[src/rtl/ysyx_22040386_alu_seq_pkg.sv]
// Shared constants for the execute sequencer: instruction classes, ALU
// control codes, ALUop selectors and the sequencer state encoding.
package ysyx_22040386_alu_pkg;

  localparam logic [2:0] CLS_R    = 3'd0;
  localparam logic [2:0] CLS_I    = 3'd1;
  localparam logic [2:0] CLS_B    = 3'd2;
  localparam logic [2:0] CLS_JAL  = 3'd3;
  localparam logic [2:0] CLS_JALR = 3'd4;

  localparam logic [4:0] ALU_ADD  = 5'b00000;
  localparam logic [4:0] ALU_SUB  = 5'b10000;
  localparam logic [4:0] ALU_SLL  = 5'b00100;
  localparam logic [4:0] ALU_SLT  = 5'b11111;
  localparam logic [4:0] ALU_SLTU = 5'b10111;
  localparam logic [4:0] ALU_XOR  = 5'b00011;
  localparam logic [4:0] ALU_SRL  = 5'b00101;
  localparam logic [4:0] ALU_SRA  = 5'b10110;
  localparam logic [4:0] ALU_OR   = 5'b00010;
  localparam logic [4:0] ALU_AND  = 5'b00001;

  localparam logic [1:0] ALUOP_ADD = 2'b00;
  localparam logic [1:0] ALUOP_I   = 2'b01;
  localparam logic [1:0] ALUOP_R   = 2'b10;
  localparam logic [1:0] ALUOP_B   = 2'b11;

  // funct7 pattern that selects sub / sra
  localparam logic [6:0] F7_ALT = 7'b0100000;

  typedef enum logic [1:0] {ST_IDLE, ST_OP1, ST_OP2, ST_DONE} state_t;

endpackage

[src/rtl/ysyx_22040386_alu_seq_if.sv]
// Handshake and ALU-side bundle of the execute sequencer. slave = sequencer,
// master = the surrounding pipeline (decode, ALU, writeback).
interface ysyx_22040386_alu_seq_if #(parameter int XLEN = 64);
  logic            in_valid;
  logic            in_ready;
  logic [2:0]      in_class;
  logic [2:0]      in_funct3;
  logic [6:0]      in_funct7;
  logic [XLEN-1:0] in_pc;
  logic [XLEN-1:0] in_rs1;
  logic [XLEN-1:0] in_rs2;
  logic [XLEN-1:0] in_imm;
  logic [XLEN-1:0] alu_a;
  logic [XLEN-1:0] alu_b;
  logic [4:0]      alu_ctr;
  logic [XLEN-1:0] alu_result;
  logic            out_valid;
  logic            out_ready;
  logic [XLEN-1:0] out_rd_data;
  logic [XLEN-1:0] out_next_pc;
  logic            out_taken;

  modport slave (
    input  in_valid, in_class, in_funct3, in_funct7, in_pc, in_rs1, in_rs2, in_imm,
    input  alu_result, out_ready,
    output in_ready, alu_a, alu_b, alu_ctr, out_valid, out_rd_data, out_next_pc, out_taken
  );

  modport master (
    output in_valid, in_class, in_funct3, in_funct7, in_pc, in_rs1, in_rs2, in_imm,
    output alu_result, out_ready,
    input  in_ready, alu_a, alu_b, alu_ctr, out_valid, out_rd_data, out_next_pc, out_taken
  );
endinterface

[src/rtl/ysyx_22040386_alu_seq_alucontrol.sv]
// Maps ALUop plus funct3/funct7 to the 5-bit ALU control code.
module ysyx_22040386_ALUcontrol
  import ysyx_22040386_alu_pkg::*;
(
  input  logic [1:0] alu_op,
  input  logic [2:0] funct3,
  input  logic [6:0] funct7,
  output logic [4:0] alu_ctr
);
  logic alt;
  assign alt = (funct7 == F7_ALT);

  // R and I share the table; only I-type funct3 000 ignores funct7
  always_comb begin
    alu_ctr = ALU_ADD;
    case (alu_op)
      ALUOP_R, ALUOP_I: begin
        case (funct3)
          3'b000: alu_ctr = (alu_op == ALUOP_R && alt) ? ALU_SUB : ALU_ADD;
          3'b001: alu_ctr = ALU_SLL;
          3'b010: alu_ctr = ALU_SLT;
          3'b011: alu_ctr = ALU_SLTU;
          3'b100: alu_ctr = ALU_XOR;
          3'b101: alu_ctr = alt ? ALU_SRA : ALU_SRL;
          3'b110: alu_ctr = ALU_OR;
          default: alu_ctr = ALU_AND;
        endcase
      end
      ALUOP_B: begin
        case (funct3)
          3'b000, 3'b001: alu_ctr = ALU_SUB;
          3'b100, 3'b101: alu_ctr = ALU_SLT;
          3'b110, 3'b111: alu_ctr = ALU_SLTU;
          default:        alu_ctr = ALU_ADD;
        endcase
      end
      default: alu_ctr = ALU_ADD;
    endcase
  end
endmodule

[src/rtl/ysyx_22040386_alu_seq.sv]
// Multi-cycle execute sequencer owning the shared ALU: one or two ALU passes
// per instruction, result handed to writeback over valid/ready.
module ysyx_22040386_alu_seq
  import ysyx_22040386_alu_pkg::*;
#(
  parameter int XLEN = 64
) (
  input logic                    clk,
  input logic                    rst,
  ysyx_22040386_alu_seq_if.slave bus
);
  state_t state, state_nxt;

  logic [2:0]      r_cls, r_f3;
  logic [6:0]      r_f7;
  logic [XLEN-1:0] r_pc, r_rs1, r_rs2, r_imm;
  logic [XLEN-1:0] rd_q, npc_q;
  logic            taken_q;

  logic [1:0]      alu_op;
  logic [4:0]      ctl_ctr;
  logic [XLEN-1:0] a_d, b_d, pc4;
  logic [4:0]      ctr_d;
  logic            br_take, need_op2;

  assign pc4 = r_pc + XLEN'(4);

  assign bus.in_ready    = (state == ST_IDLE);
  assign bus.out_valid   = (state == ST_DONE);
  assign bus.out_rd_data = rd_q;
  assign bus.out_next_pc = npc_q;
  assign bus.out_taken   = taken_q;
  assign bus.alu_a       = a_d;
  assign bus.alu_b       = b_d;
  assign bus.alu_ctr     = ctr_d;

  // ALUop only decodes funct fields on the first pass; everything else is add
  always_comb begin
    alu_op = ALUOP_ADD;
    if (state == ST_OP1) begin
      case (r_cls)
        CLS_R:   alu_op = ALUOP_R;
        CLS_I:   alu_op = ALUOP_I;
        CLS_B:   alu_op = ALUOP_B;
        default: alu_op = ALUOP_ADD;
      endcase
    end
  end

  ysyx_22040386_ALUcontrol u_ctl (
    .alu_op  (alu_op),
    .funct3  (r_f3),
    .funct7  (r_f7),
    .alu_ctr (ctl_ctr)
  );

  // ALU operand/control drive; zero outside the two passes and for reserved class
  always_comb begin
    a_d   = '0;
    b_d   = '0;
    ctr_d = ALU_ADD;
    if (state == ST_OP1) begin
      case (r_cls)
        CLS_R:           begin a_d = r_rs1; b_d = r_rs2;       ctr_d = ctl_ctr; end
        CLS_I:           begin a_d = r_rs1; b_d = r_imm;       ctr_d = ctl_ctr; end
        CLS_B:           begin a_d = r_rs1; b_d = r_rs2;       ctr_d = ctl_ctr; end
        CLS_JAL, CLS_JALR: begin a_d = r_pc; b_d = XLEN'(4);   ctr_d = ALU_ADD; end
        default: ;
      endcase
    end else if (state == ST_OP2) begin
      a_d   = (r_cls == CLS_JALR) ? r_rs1 : r_pc;
      b_d   = r_imm;
      ctr_d = ALU_ADD;
    end
  end

  // branch outcome from the first-pass compare result
  always_comb begin
    br_take = 1'b0;
    case (r_f3)
      3'b000:         br_take = (bus.alu_result == '0);
      3'b001:         br_take = (bus.alu_result != '0);
      3'b100, 3'b110: br_take =  bus.alu_result[0];
      3'b101, 3'b111: br_take = ~bus.alu_result[0];
      default:        br_take = 1'b0;
    endcase
  end

  assign need_op2 = (r_cls == CLS_JAL) || (r_cls == CLS_JALR) || (r_cls == CLS_B && br_take);

  // next-state selection
  always_comb begin
    state_nxt = state;
    case (state)
      ST_IDLE: if (bus.in_valid)  state_nxt = ST_OP1;
      ST_OP1:  state_nxt = need_op2 ? ST_OP2 : ST_DONE;
      ST_OP2:  state_nxt = ST_DONE;
      ST_DONE: if (bus.out_ready) state_nxt = ST_IDLE;
      default: state_nxt = ST_IDLE;
    endcase
  end

  // state register
  always_ff @(posedge clk or posedge rst) begin
    if (rst) state <= ST_IDLE;
    else     state <= state_nxt;
  end

  // field capture on accept, result capture on the edge leaving each pass
  always_ff @(posedge clk or posedge rst) begin
    if (rst) begin
      r_cls <= '0; r_f3 <= '0; r_f7 <= '0;
      r_pc  <= '0; r_rs1 <= '0; r_rs2 <= '0; r_imm <= '0;
      rd_q  <= '0; npc_q <= '0; taken_q <= 1'b0;
    end else begin
      case (state)
        ST_IDLE: if (bus.in_valid) begin
          r_cls <= bus.in_class;  r_f3  <= bus.in_funct3; r_f7 <= bus.in_funct7;
          r_pc  <= bus.in_pc;     r_rs1 <= bus.in_rs1;
          r_rs2 <= bus.in_rs2;    r_imm <= bus.in_imm;
        end
        ST_OP1: begin
          case (r_cls)
            CLS_R, CLS_I: begin rd_q <= bus.alu_result; npc_q <= pc4; taken_q <= 1'b0; end
            CLS_B: begin
              rd_q    <= '0;
              taken_q <= br_take;
              if (!br_take) npc_q <= pc4;
            end
            CLS_JAL, CLS_JALR: begin rd_q <= bus.alu_result; taken_q <= 1'b1; end
            default: begin rd_q <= '0; npc_q <= pc4; taken_q <= 1'b0; end
          endcase
        end
        ST_OP2: npc_q <= (r_cls == CLS_JALR) ? (bus.alu_result & ~XLEN'(1)) : bus.alu_result;
        default: ;
      endcase
    end
  end
endmodule

[src/flat_wrapper.sv]
// flat-port wrapper written by rule: the top's interface ports become plain ports
module ysyx_22040386_alu_seq_flat import ysyx_22040386_alu_pkg::*;
#(
  parameter int XLEN = 64
)
  (clk, rst, bus_in_valid, bus_in_class, bus_in_funct3, bus_in_funct7, bus_in_pc, bus_in_rs1, bus_in_rs2, bus_in_imm, bus_alu_result, bus_out_ready, bus_in_ready, bus_alu_a, bus_alu_b, bus_alu_ctr, bus_out_valid, bus_out_rd_data, bus_out_next_pc, bus_out_taken);
  ysyx_22040386_alu_seq_if #(.XLEN(XLEN)) bus_i ();
  input logic clk;
  input logic rst;
  input wire logic [$bits(bus_i.in_valid)-1:0] bus_in_valid;
  input wire logic [$bits(bus_i.in_class)-1:0] bus_in_class;
  input wire logic [$bits(bus_i.in_funct3)-1:0] bus_in_funct3;
  input wire logic [$bits(bus_i.in_funct7)-1:0] bus_in_funct7;
  input wire logic [$bits(bus_i.in_pc)-1:0] bus_in_pc;
  input wire logic [$bits(bus_i.in_rs1)-1:0] bus_in_rs1;
  input wire logic [$bits(bus_i.in_rs2)-1:0] bus_in_rs2;
  input wire logic [$bits(bus_i.in_imm)-1:0] bus_in_imm;
  input wire logic [$bits(bus_i.alu_result)-1:0] bus_alu_result;
  input wire logic [$bits(bus_i.out_ready)-1:0] bus_out_ready;
  output wire logic [$bits(bus_i.in_ready)-1:0] bus_in_ready;
  output wire logic [$bits(bus_i.alu_a)-1:0] bus_alu_a;
  output wire logic [$bits(bus_i.alu_b)-1:0] bus_alu_b;
  output wire logic [$bits(bus_i.alu_ctr)-1:0] bus_alu_ctr;
  output wire logic [$bits(bus_i.out_valid)-1:0] bus_out_valid;
  output wire logic [$bits(bus_i.out_rd_data)-1:0] bus_out_rd_data;
  output wire logic [$bits(bus_i.out_next_pc)-1:0] bus_out_next_pc;
  output wire logic [$bits(bus_i.out_taken)-1:0] bus_out_taken;
  assign bus_i.in_valid = bus_in_valid;
  assign bus_i.in_class = bus_in_class;
  assign bus_i.in_funct3 = bus_in_funct3;
  assign bus_i.in_funct7 = bus_in_funct7;
  assign bus_i.in_pc = bus_in_pc;
  assign bus_i.in_rs1 = bus_in_rs1;
  assign bus_i.in_rs2 = bus_in_rs2;
  assign bus_i.in_imm = bus_in_imm;
  assign bus_i.alu_result = bus_alu_result;
  assign bus_i.out_ready = bus_out_ready;
  assign bus_in_ready = bus_i.in_ready;
  assign bus_alu_a = bus_i.alu_a;
  assign bus_alu_b = bus_i.alu_b;
  assign bus_alu_ctr = bus_i.alu_ctr;
  assign bus_out_valid = bus_i.out_valid;
  assign bus_out_rd_data = bus_i.out_rd_data;
  assign bus_out_next_pc = bus_i.out_next_pc;
  assign bus_out_taken = bus_i.out_taken;
  ysyx_22040386_alu_seq #(.XLEN(XLEN)) u_core (.clk(clk), .rst(rst), .bus(bus_i));
endmodule
[config.mk]
export PLATFORM = sky130hd
export DESIGN_NAME = ysyx_22040386_alu_seq_flat
export DESIGN_NICKNAME = d
export VERILOG_FILES = /design/src/rtl/ysyx_22040386_alu_seq_pkg.sv /design/src/rtl/ysyx_22040386_alu_seq_if.sv /design/src/rtl/ysyx_22040386_alu_seq_alucontrol.sv /design/src/rtl/ysyx_22040386_alu_seq.sv /design/src/flat_wrapper.sv
export SDC_FILE = /design/constraint.sdc
export NUM_CORES = 1
export LEC_CHECK = 0
export ABC_AREA = 1
export BUFFER_PORTS_ARGS = -buffer_cell sky130_fd_sc_hd__buf_2
export CORE_AREA = 4 4 229 231
export DETAILED_ROUTE_END_ITERATION = 8
export DIE_AREA = 0 0 233 235
export GPL_ROUTABILITY_DRIVEN = 0
export PLACE_DENSITY = 0.65
export REMOVE_ABC_BUFFERS = 1
export SETUP_SLACK_MARGIN = 0.3
export SYNTH_ARGS = -nofsm -noshare
export SYNTH_HDL_FRONTEND = slang
export SYNTH_HIERARCHICAL = 1
export SYNTH_SLANG_ARGS = --single-unit
[constraint.sdc]
create_clock -name clk -period 17.3 [get_ports clk]
set_input_delay 3.46 -clock clk [delete_from_list [all_inputs] [get_ports clk]]
set_output_delay 3.46 -clock clk [all_outputs]
set_load 0.05 [all_outputs]
## Word-level counts from Yosys, hierarchy flattened

Cells that the tools add are included.
Widths: inputs -> output; s select.

| storage, ports and cells | value |
|---|---|
| register bits after elaboration | 400 |
| input bits | 337 |
| output and inout bits | 264 |
| word-level logic and storage cells | 85 |

| cells by class | value |
|---|---|
| multiplexer cells | 27 |
| equal/unequal tests | 22 |
| bitwise logic cells | 1 |
| $add $sub $neg | 1 |
| reduce and logical (&&, ||, !) cells | 23 |

Operators by type and width:

| kind | number |
|---|---|
| $mux 64 | 7 |
| $pmux 64 s2 | 3 |
| $pmux 64 s3 | 1 |
| $add 64x3->64 const B | 1 |
| $logic_not 64->1 | 1 |
| $reduce_bool 64->1 | 1 |
| $pmux 5 s7 | 1 |
| $mux 5 | 4 |
| $reduce_or 2->1 | 8 |
| $eq 3x3->1 const B | 5 |
| $pmux 5 s3 | 1 |
| $eq 3x2->1 const B | 4 |
| $pmux 5 s2 | 1 |
| $eq 2x2->1 const B | 4 |
| $pmux 2 s4 | 1 |
| $eq 7x6->1 const B | 1 |
| $eq 3x1->1 const B | 2 |
| $logic_not 3->1 | 2 |
| $mux 2 | 3 |
| $ne 2x2->1 const B | 3 |
| $pmux 2 s3 | 1 |
| $eq 2x1->1 const B | 2 |
| $pmux 1 s4 | 1 |
| $reduce_and 2->1 | 2 |
| other kinds (11) | 14 |

## Depth between registers and ports, before layout

| depth | value |
|---|---|
| depth in word-level cells | 10 |
| gate-level depth with buffers | 19 |
| depth with buffers taken out | 16 |

## By module

Netlist, hierarchy kept.

By module, submodules not included:

| module | sequential area each (um2) | cells an instance | area an instance (um2) | instances |
|---|---|---|---|---|
| ysyx_22040386_alu_seq | 10009.6 | 2694 | 20639.8 | 1 |
| ysyx_22040386_ALUcontrol | 0.0 | 57 | 292.8 | 1 |

## Least setup slack after synthesis

No wires, ideal clock.

| timing | value |
|---|---|
| path type | flip-flop to output port |
| from | register u_core.state[1] |
| to | output bus_alu_ctr[3] |
| data arrival time | 2.801 ns |
| buffers on the path | 3 |
| required time | 13.840 ns |
| stages on the path, launching flop included | 16 |
| path slack | 11.039 ns |
| cell sequence | dfrtp_1 -> inv_1 -> ha_1 -> buf_2 -> inv_2 -> buf_2 -> nor2_1 -> inv_2 -> buf_2 -> nor2_1 -> inv_1 -> ha_1 -> nand3_1 -> a21oi_1 -> inv_1 -> nor2_1 |

| on the way | value |
|---|---|
| cells in the longest elaborated chain, start to end | 7 |
| elaborated cells on any way between the ends | 9 |
| those cells by class | eq/ne: 4; mux: 4; reduce/logical: 1 |

Ends and longest elaborated chain:

| what | RTL line | text |
|---|---|---|
| start, declared | ysyx_22040386_alu_seq.sv:12 | `state_t state, state_nxt;` |
| start signal, assigned | ysyx_22040386_alu_seq.sv:106 | `else state <= state_nxt;` |
| $eq 2x1->1 (*) | ysyx_22040386_alu_seq.sv:40 | `if (state == ST_OP1) begin` |
| $mux 2 (*) | ysyx_22040386_alu_seq.sv:40 |  |
| named net u_core.alu_op[0] | ysyx_22040386_alu_seq.sv:20 | `logic [1:0] alu_op;` |
| $eq 2x2->1 / $eq 2x1->1 (equally long branches) | ysyx_22040386_alu_seq_alucontrol.sv:16 | `case (alu_op)` |
| $reduce_or 2->1 | ysyx_22040386_alu_seq_alucontrol.sv:16 |  |
| $pmux 5 s2 (*) | ysyx_22040386_alu_seq_alucontrol.sv:16 |  |
| named net u_core.ctl_ctr[3] | ysyx_22040386_alu_seq.sv:21 | `logic [4:0] ctl_ctr;` |
| $mux 5 (*) | ysyx_22040386_alu_seq.sv:63 | `case (r_cls)` |
| $mux 5 (*) | ysyx_22040386_alu_seq.sv:62 | `if (state == ST_OP1) begin` |
| end, declared | flat_wrapper.sv:23 | `output wire logic [$bits(bus_i.alu_ctr)-1:0] bus_alu_ctr;` |

Mark *: on every way through the listed nets, which the timed path passes. The rest lies on a longest branch.

## Worst setup path in the final report

| timing | value |
|---|---|
| from | register u_core.state[0] |
| to | output bus_alu_a[27] |

| on the way | value |
|---|---|
| cells in the longest elaborated chain, start to end | 3 |
| elaborated cells on any way between the ends | 4 |
| those cells by class | eq/ne: 2; mux: 2 |

Ends and longest elaborated chain:

| what | RTL line | text |
|---|---|---|
| $eq 2x2->1 | ysyx_22040386_alu_seq.sv:70 | `end else if (state == ST_OP2) begin` |
| $mux 64 | ysyx_22040386_alu_seq.sv:70 |  |
| $mux 64 (*) | ysyx_22040386_alu_seq.sv:62 |  |
| end, declared | flat_wrapper.sv:21 | `output wire logic [$bits(bus_i.alu_a)-1:0] bus_alu_a;` |

Mark *: on every way between the ends. The rest lies on a longest branch, timed or not.

==> results.ini <==
[worst_setup_path]
crit_path_top_delay_cell = nor2_4
critical_path_peak_fanout = 75
cp.required_ps = 13840
timing.critical_path.slowest_cell_delay_ps = 590
cpMostUsedCell = buf_4
worstPathCellList = inv_1 > ha_2 > buf_4 > inv_2 > buf_4 > nor2_1 > inv_1 > nor2_4 > buf_4 > a22oi_1 > o211ai_1 > buf_2
worst-setup-path-type = flip-flop to output port
worst_setup_path_end_kind = output port
worstPathBufferInverterCount = 7
timing.critical_path.max_delay_family = buffers and inverters
worst_setup_path_start_kind = flip-flop
timing.critical_path.arrival_ps = 4680

[routing]
route.antenna.remaining_nets = 0
remaining_design_rule_violation_count = 0
drt_iter0_drc = 2091
detail_route.wl_per_cell_um = 20.93
drtPass1Iterations = 6
vias = 21450
finalWirelength_um = 83570
viasPerCell = 5.372

[yosys]
synth.avg_cell_area_sq_um = 7.609
post-synth-top-area-fraction_pct = 47.82
synth_top_cells_by_area = dfrtp_1, nand2_1, nor2_1, a21oi_1, inv_1
dominantRegCellSynth = dfrtp_1
synth_enable_flop_cells = 0
yosys.cell_types.count = 38
yosys.cell_count.top_type = nand2_1
synth.largest_area_cell = dfrtp_1
synthCells = 2751
async_reset_ff_share_pct = 100.0
post_synth_instance_area_sq_um = 20930
seq_area_frac_synth_pct = 47.82
ys_warn_count = 6
synth_common_cells = nand2_1, nor2_1, dfrtp_1
ys_seq_elements = 400

[power]
powerDensity_nw_per_um2 = 240.2
vdd.ir_drop.worst_uv = 228.5
total_switching_power_mw = 3.423
netSwitchingFraction_pct = 54.88
clkPwrFrac_pct = 16.2
seq_power_share_pct = 27.7
p_int_mw = 2.815
finalPower_mw = 6.238
static-leakage-power_nw = 13.63
power.combinational.fraction_pct = 56.1

[global_route]
grt_pass1_vias = 21250
gr-usage-all-layers_pct = 29.49
pin_count_of_the_biggest_net_entering_global_routing = 153
global_route_congestion_overflow_total = 0
grt_first_pass_wirelength_um = 125600
grt_antenna_before_repair = 35

[min_path]
hold_path.class = flip-flop to flip-flop

[floorplanning]
floorplan.die.height_um = 235
die_x_um = 233
num_rows = 82
core_region_area_sq_um = 50070
start_util_pct = 41.81
io_pins = 601
die-area_sq_um = 54760

[timing]
maxSlewHeadroom_pct = 17.59
fin_tns_setup_ps = 0
setup_repair_after_global_routing_missed_its_margin = false
final-max-slew-violation-count = 0
final.setup_skew_ps = 22.29
fmaxAchievable_mhz = 122.8
final.period_utilization_pct = 47.06
finalSetupViolations = 0
period_minus_slack_ps = 8142
max_slew.worst_pin.slew_ps = 1232
timing_hold_violations_final = 0

[job]
drv.max_cap_violation_count = 0

[placed_design]
port_buffers = 600
hpwl_um = 62800

[cells_and_area]
layout-area-overhead-vs-synth_pct = 24.04
finish.net_count = 3607
layout-drive-gt1-share_pct = 24.25

[clock_tree]
cts_inserted_buffers = 44
postCtsResizedCells = 0
clkSlewWorstSetupHoldPaths_ps = 60
root_buffer = clkbuf_16
tritoncts = done
cts_htree_levels = 2
post-cts-setup-buffer-count = 0
clock_sinks = 400
post_cts_hold_buffer_count = 0
cts.path.max_buffers = 3
clock_insertion_delay_worst_skew_ps = 570

[status]
outcome = finished, final reports clean

-- sequential cells by signal (all words and copies together), names as in the netlist --
register and flops:
u_core/bus.out_rd_data 64, u_core/r_f7 7, u_core/bus.out_taken 1, u_core/r_pc 64, u_core/r_rs1 64, u_core/r_cls 3
u_core/bus.out_next_pc 64, u_core/r_f3 3, u_core/r_rs2 64, u_core/state 2, u_core/r_imm 64
-- final cells by class --
cell class	count	area [sq um]
multi-input combinational	1880	9126
sequential	400	10010
clock buffer	59	1269
clock inverter	20	285.3
tap	672	840.8
antenna	26	65.06
fill	4983	24100
inverter	314	1189
timing repair buffer	622	3181
-- per-layer routing --
| layer | vias to the layer above | wire [um] | GRT usage, % |
|---|---|---|---|
| met5 | - | 86 | 0 |
| li1 | 9953 | - | - |
| met1 | 10190 | 32830 | 37.43 |
| met3 | 237 | 7414 | 7.364 |
| met2 | 1061 | 39940 | 48.53 |
| met4 | 14 | 3294 | 11.32 |
-- cell families after synthesis --
logic type | Yosys count | share of synthesized area (%)
mux | 22 | 1.184
compound gates | 571 | 15.55
simple gates | 1258 | 25.15
xor+xnor | 21 | 0.8787
buf+inv | 471 | 8.936
fa+ha+maj | 8 | 0.4782
flops | 400 | 47.82
-- tightest hold or removal path, delay by kind of cell (launching register included) --
kind             cells  cell delay, ps
and+or+nand+nor      2              90
DFF                  1             340
-- cell usage in the layout, fill, tap and decap left out, types with 21 or more instances in the layout --
cell       count
buf_2        600
a22oi_1       63
buf_4         21
o22ai_1       80
nand3_1      170
clkbuf_16     45
dfrtp_1      400
o21ai_0       89
a21oi_1      258
inv_1        296
mux2_2        22
nand2_1      596
o211ai_1      45
diode_2       26
nor2_1       414
-- metrics by stage --
step                utilization, %  setup slack (ps)  instance area [sq um]  hold WS (ps)  cells
floorplan                        -              2716                  20240         473.1   2594
global placement             48.63              9944                  24350         451.1   3888
detailed placement           48.63              9849                  24350         456.1   3888
CTS                          51.73              9227                  25900         471.4   3967
global route                 51.82              8892                  25940         495.5   3985
finish                       51.86              9158                  25960         470.5   3993
-- path summary, 6_finish.rpt --
check | slack [ps] | to | start | cells past startpoint
min in group asynchronous | 3040 | u_core/r_imm[10] | rst | 2
worst min register to register | 470 | u_core/bus.out_next_pc[62] | u_core/bus.out_next_pc[62] | 2
worst min-delay path | 470 | u_core/bus.out_next_pc[62] | u_core/bus.out_next_pc[62] | 2
max in group asynchronous | 12670 | u_core/bus.out_rd_data[35] | rst | 3
worst max-delay path | 9160 | bus_alu_a[27] | u_core/state[0] | 12
worst max register to register | 12700 | u_core/r_rs1[31] | u_core/state[0] | 8
-- power by group through the flow --
stage | Clock (mW) | Sequential, mW | Combinational (mW)
after floorplan | 0 | 1.98 | 2.27
after global placement | 0 | 1.73 | 3.43
after detailed placement | 0 | 1.73 | 3.48
after CTS | 1.03 | 1.72 | 3.49
after global routing | 1.07 | 1.77 | 3.77
final | 1.01 | 1.73 | 3.50
No activity file was read; power rests on OpenSTA's default activity.
